**src/rtl/pmod_da2_driver.sv**
```systemverilog
// Two-channel PmodDA2 (DAC121S101 pair) serialiser: one valid/ready sample pair per 16-bit SPI frame.
// Optional power-down control via `define DA2_PWRDN_EN (adds pwrdn input and pwrdn_active output).
module pmod_da2_driver #(
  parameter int unsigned CLK_DIV = 2
) (
  input  logic        clock,
  input  logic        reset,
  input  logic [11:0] sample_a,
  input  logic [11:0] sample_b,
  input  logic        sample_valid,
`ifdef DA2_PWRDN_EN
  input  logic [1:0]  pwrdn,
  output logic        pwrdn_active,
`endif
  output logic        sample_ready,
  output logic        frame_done,
  output logic        sync_n,
  output logic        sclk,
  output logic        dina,
  output logic        dinb
);

  localparam logic [1:0] IDLE  = 2'd0;
  localparam logic [1:0] SHIFT = 2'd1;
  localparam logic [1:0] QUIET = 2'd2;

  localparam logic [7:0] HALF_LAST  = 8'(CLK_DIV - 1);
  localparam logic [8:0] QUIET_LAST = 9'(2 * CLK_DIV - 1);
  localparam logic [4:0] LAST_FALL  = 5'd16;

  logic [1:0]  state;
  logic [7:0]  half_cnt;
  logic [4:0]  bit_cnt;
  logic [8:0]  quiet_cnt;
  logic [15:0] shreg_a;
  logic [15:0] shreg_b;
  logic [1:0]  pd_in;
  logic        accept;
  logic        half_wrap;
  logic        frame_end;

`ifdef DA2_PWRDN_EN
  assign pd_in = pwrdn;
`else
  assign pd_in = 2'b00;
`endif

  assign accept    = (state == IDLE) && sample_valid && sample_ready;
  assign half_wrap = (state == SHIFT) && (half_cnt == HALF_LAST);
  // The frame ends on the low-to-high wrap after the 16th fall, so SHIFT spans exactly 32 half-periods.
  assign frame_end = half_wrap && !sclk && (bit_cnt == LAST_FALL);

  // Data lines come straight from the shift register MSB; registers are cleared outside SHIFT.
  assign dina = shreg_a[15];
  assign dinb = shreg_b[15];

  always_ff @(posedge clock) begin
    if (reset) begin
      state        <= IDLE;
      sample_ready <= 1'b0;
      frame_done   <= 1'b0;
      sync_n       <= 1'b1;
      sclk         <= 1'b1;
      half_cnt     <= '0;
      bit_cnt      <= '0;
      quiet_cnt    <= '0;
      shreg_a      <= '0;
      shreg_b      <= '0;
    end else begin
      frame_done <= 1'b0;
      case (state)
        IDLE: begin
          if (accept) begin
            state        <= SHIFT;
            sample_ready <= 1'b0;
            sync_n       <= 1'b0;
            sclk         <= 1'b1;
            half_cnt     <= '0;
            bit_cnt      <= '0;
            shreg_a      <= {2'b00, pd_in, sample_a};
            shreg_b      <= {2'b00, pd_in, sample_b};
          end else begin
            sample_ready <= 1'b1;
          end
        end

        SHIFT: begin
          if (half_wrap) begin
            half_cnt <= '0;
            if (sclk) begin
              sclk <= 1'b0;
              if (bit_cnt != LAST_FALL) begin
                bit_cnt <= bit_cnt + 5'd1;
              end
            end else if (frame_end) begin
              state      <= QUIET;
              sync_n     <= 1'b1;
              sclk       <= 1'b1;
              bit_cnt    <= '0;
              quiet_cnt  <= '0;
              shreg_a    <= '0;
              shreg_b    <= '0;
              frame_done <= 1'b1;
            end else begin
              sclk    <= 1'b1;
              shreg_a <= {shreg_a[14:0], 1'b0};
              shreg_b <= {shreg_b[14:0], 1'b0};
            end
          end else begin
            half_cnt <= half_cnt + 8'd1;
          end
        end

        QUIET: begin
          if (quiet_cnt == QUIET_LAST) begin
            state        <= IDLE;
            sample_ready <= 1'b1;
          end else begin
            quiet_cnt <= quiet_cnt + 9'd1;
          end
        end

        default: begin
          state <= IDLE;
        end
      endcase
    end
  end

`ifdef DA2_PWRDN_EN
  logic [1:0] pd_q;

  always_ff @(posedge clock) begin
    if (reset) begin
      pd_q         <= '0;
      pwrdn_active <= 1'b0;
    end else begin
      if (accept) begin
        pd_q <= pwrdn;
      end
      if (frame_end) begin
        pwrdn_active <= |pd_q;
      end
    end
  end
`endif

endmodule

```
**config.mk**
```make
export PLATFORM = sky130hd
export DESIGN_NAME = pmod_da2_driver
export DESIGN_NICKNAME = d
export VERILOG_FILES = /design/src/rtl/pmod_da2_driver.sv
export SDC_FILE = /design/constraint.sdc
export NUM_CORES = 1
export LEC_CHECK = 0
export CAP_MARGIN = 40
export CORE_UTILIZATION = 35
export CTS_CLUSTER_DIAMETER = 50
export DETAILED_ROUTE_END_ITERATION = 8
export GPL_TIMING_DRIVEN = 1
export PLACE_DENSITY = 0.58
export SYNTH_ARGS = -nofsm -noshare
export SYNTH_HDL_FRONTEND = slang
export SYNTH_SLANG_ARGS = --single-unit
```
**constraint.sdc**
```tcl
create_clock -name clock -period 5.75 [get_ports clock]
set_input_delay 1.725 -clock clock [delete_from_list [all_inputs] [get_ports clock]]
set_output_delay 1.725 -clock clock [all_outputs]
set_load 0.005 [all_outputs]
```
==> impl_metrics.csv <==
group,metric,value,unit
pwr,peakVddDrop,0.000103,V
cts,clkTransAtPathRegs,0.06,ns
logic_synthesis,yosysMostFrequentCell,"dfxtp_1",
cts,clockBufferDepth,2,
critical_path,crit_arrival,3.85,ns
place,place_ws,1.80,ns
cts,cts_sinks,60,
timing,setup_viol,0,
hold_path,holdPathEnd,"shreg_a[12]",
cts,post_cts_buffers,0,
global_route,grt_pass1_vias,2436,
logic_synthesis,synth_top_area_share,38.9,%
global_route,antenna_found_initial,0,
timing,setup_tns,0,ns
floorplanning,num_rows,33,
cts,cts_buffers,9,
routing,drt-vias-per-instance,5.34,
logic_synthesis,netlist_instances,365,
critical_path,worstSetupStartpoint,"sample_valid",
timing,max_slew_margin,42.7,%
cts,htree_levels,3,
routing,final_antenna_net_count,0,
place,dp_hpwl,4.58,mm
logic_synthesis,yosys_warnings,0,
global_route,grt_max_degree,38,
timing,finalMaxSlewViolations,0,
place,io_buffers,32,
timing,worst_pin_slew,0.860,ns
cts,root_buffer,"clkbuf_8",
logic_synthesis,ys_seq_area_share,38.9,%
floorplanning,coreArea,8380,um2
pwr,p_leak,0.00148,uW
critical_path,r2r-start,"half_cnt[0]",
cts,clk_latency,0.33,ns
timing,fin_skew,0.00888,ns
final_layout,layout.nets,419,
critical_path,cp-start-kind,"primary input",
logic_synthesis,yosysTopAreaCell,"dfxtp_1",
pwr,power.density,271,nW/um2
logic_synthesis,synth_cell_types,46,
timing,min_period,3.60,ns
routing,dr.pass1.iters,4,
routing,drtIter0Drc,93,
cts,cts_hold_buf,0,
routing,drc,0,
critical_path,path_class,"primary input to flop",
logic_synthesis,synth_edf_count,0,
logic_synthesis,synth_area_per_cell,8.45,um2
status,outcome,"finished clean",
floorplanning,dieArea,9190,um2
job,max_cap_violations,0,
timing,post-route-period-util,62.7,%
critical_path,r2r_slack,3.32,ns
critical_path,end_kind,"flop",
final_layout,area.growth.synth_to_final,19.0,%
critical_path,required,6.00,ns
final_layout,drive_gt1_share,13.0,%
hold_path,hold_path_class,"flop to flop",
global_route,grt_pass1_wl,11.6,mm
place,gp_congestion,0.750,
critical_path,r2r_end,"shreg_b[15]",
critical_path,worst_r2r_path_depth,7,
routing,vias,2650,
timing,rsz0062_at_grt,"no",
timing,fmax,0.277,GHz
cts,cts_resized,0,
routing,routedWlPerCell,14.0,um
cts,cts_tree,"built",
global_route,track_usage,16.4,%
logic_synthesis,synth.area.top_cells,"dfxtp_1 39%, a211oi_2 8.5%, a21o_1 5.4%, nand2_1 5.4%, nand2b_1 5.3%",
final_layout,insertedDiodeCount,0,
hold_path,hold_depth,2,
logic_synthesis,ys_seq_elements,60,
floorplanning,io_pins,33,
timing,hold_viol_final,0,
logic_synthesis,synth-main-ff-cell,"dfxtp_1",
global_route,grt_overflow,0,
hold_path,min_from,"shreg_a[12]",
floorplanning,start_util,36.8,%
timing,fin_ws,2.15,ns
logic_synthesis,netlist_area,3090,um2
logic_synthesis,syn-num-nets,397,
routing,wirelength,6.95,mm
floorplanning,dieWidth,95.9,um
critical_path,crit_path_max_fanout,19,
logic_synthesis,yosys-top-cells-count,"60 x dfxtp_1, 44 x nand2_1, 38 x nor2_1, 32 x a21oi_1, 26 x nand2b_1",
floorplanning,dieHeight,95.9,um
logic_synthesis,async_flop_share,0,%
## final cells by class
cell class                      count  area, um2
Clock inverter                      1       30.0
Tap cell                          105        131
Clock buffer                       14        173
Multi-Input combinational cell    272       1740
Fill cell                         830       4710
Timing Repair Buffer               39        379
Inverter                            5       18.8
Sequential cell                    60       1200
## stage by stage
stage | total power [uW] | instances | instance area (um2) | util, % | hold slack, ns
3_3_place_gp | 609 | 478 | 3440 | 41.0 | 0.442
3_5_place_dp | 614 | 481 | 3470 | 41.4 | 0.446
5_1_grt | 1050 | 496 | 3670 | 43.8 | 0.481
4_1_cts | 1010 | 496 | 3670 | 43.8 | 0.456
2_1_floorplan | 569 | 365 | 3090 | - | 0.432
6_report | 995 | 496 | 3670 | 43.8 | 0.453
## worst max-delay path by stage
stage,slack (ns),depth (start not counted),endpoint
after CTS,2.15,7,shreg_b[15]
after detailed placement,1.80,7,shreg_a[6]
after global placement,1.52,6,shreg_b[13]
final,2.15,7,shreg_b[15]
after floorplan,2.64,7,shreg_a[1]
after global routing,2.02,7,shreg_a[13]
## per-layer routing
metal | up-vias | global-route usage (%) | part of all wire, %
met5 | - | 0 | 0
met4 | 0 | 7.34 | 1.8
met3 | 12 | 3.48 | 4.5
met2 | 56 | 25.5 | 44
met1 | 1252 | 21.9 | 49
li1 | 1330 | - | -
## flip-flops by register name, summed over array words and instances, names as in the netlist, 2 cells and up
| name | cells |
|---|---|
| shreg_b | 16 |
| half_cnt | 8 |
| quiet_cnt | 9 |
| bit_cnt | 5 |
| state | 2 |
| shreg_a | 16 |
## report_power, final
group / total (uW) / switching, uW / internal [uW]
Combinational: 150 / 82.0 / 68.4
Sequential: 453 / 14.5 / 439
Clock: 391 / 157 / 234
Total: 995 / 254 / 741
## cells in the final DEF (no fill, tap or decap), types with 2 or more instances in the layout
cell,n
dfxtp_1,60
nand2_1,44
nor4_4,2
nor3_1,9
a21oi_1,32
o21ai_1,3
a211oi_2,21
a41oi_1,4
ha_1,5
clkbuf_1,2
nand2b_1,26
and2_1,2
a311oi_1,4
inv_1,5
a31oi_1,3
clkbuf_8,12
nand3_1,16
o21ai_0,4
mux2i_1,2
o211a_1,2
buf_4,5
a211oi_1,5
nor2_1,38
nor4b_1,2
nor2b_1,3
and3_1,5
a21o_1,22
clkdlybuf4s50_1,31
## cells by family (layout without fill, tap and decap cells)
logic type                 after synthesis  count (layout)  synth area share, %
xor gates and xnor gates                 1               1                0.284
and+or+nand+nor                        160             160                 26.8
buffers and inverters                   33              59                 5.15
adders and majority gates                5               5                 2.03
muxes                                    2               2                0.649
DFF                                     60              60                 38.9
AOI/OAI and AO/OA                      104             104                 26.2
## critical path, cell delays in order
cell and delay, ns:
clkdlybuf4s50_1 0.48, a21oi_1 0.08, nor2_1 0.49, and2_1 0.58
buf_8 0.24, nand3_1 0.10, a21oi_1 0.16
Power figures use the tool's default switching activity.
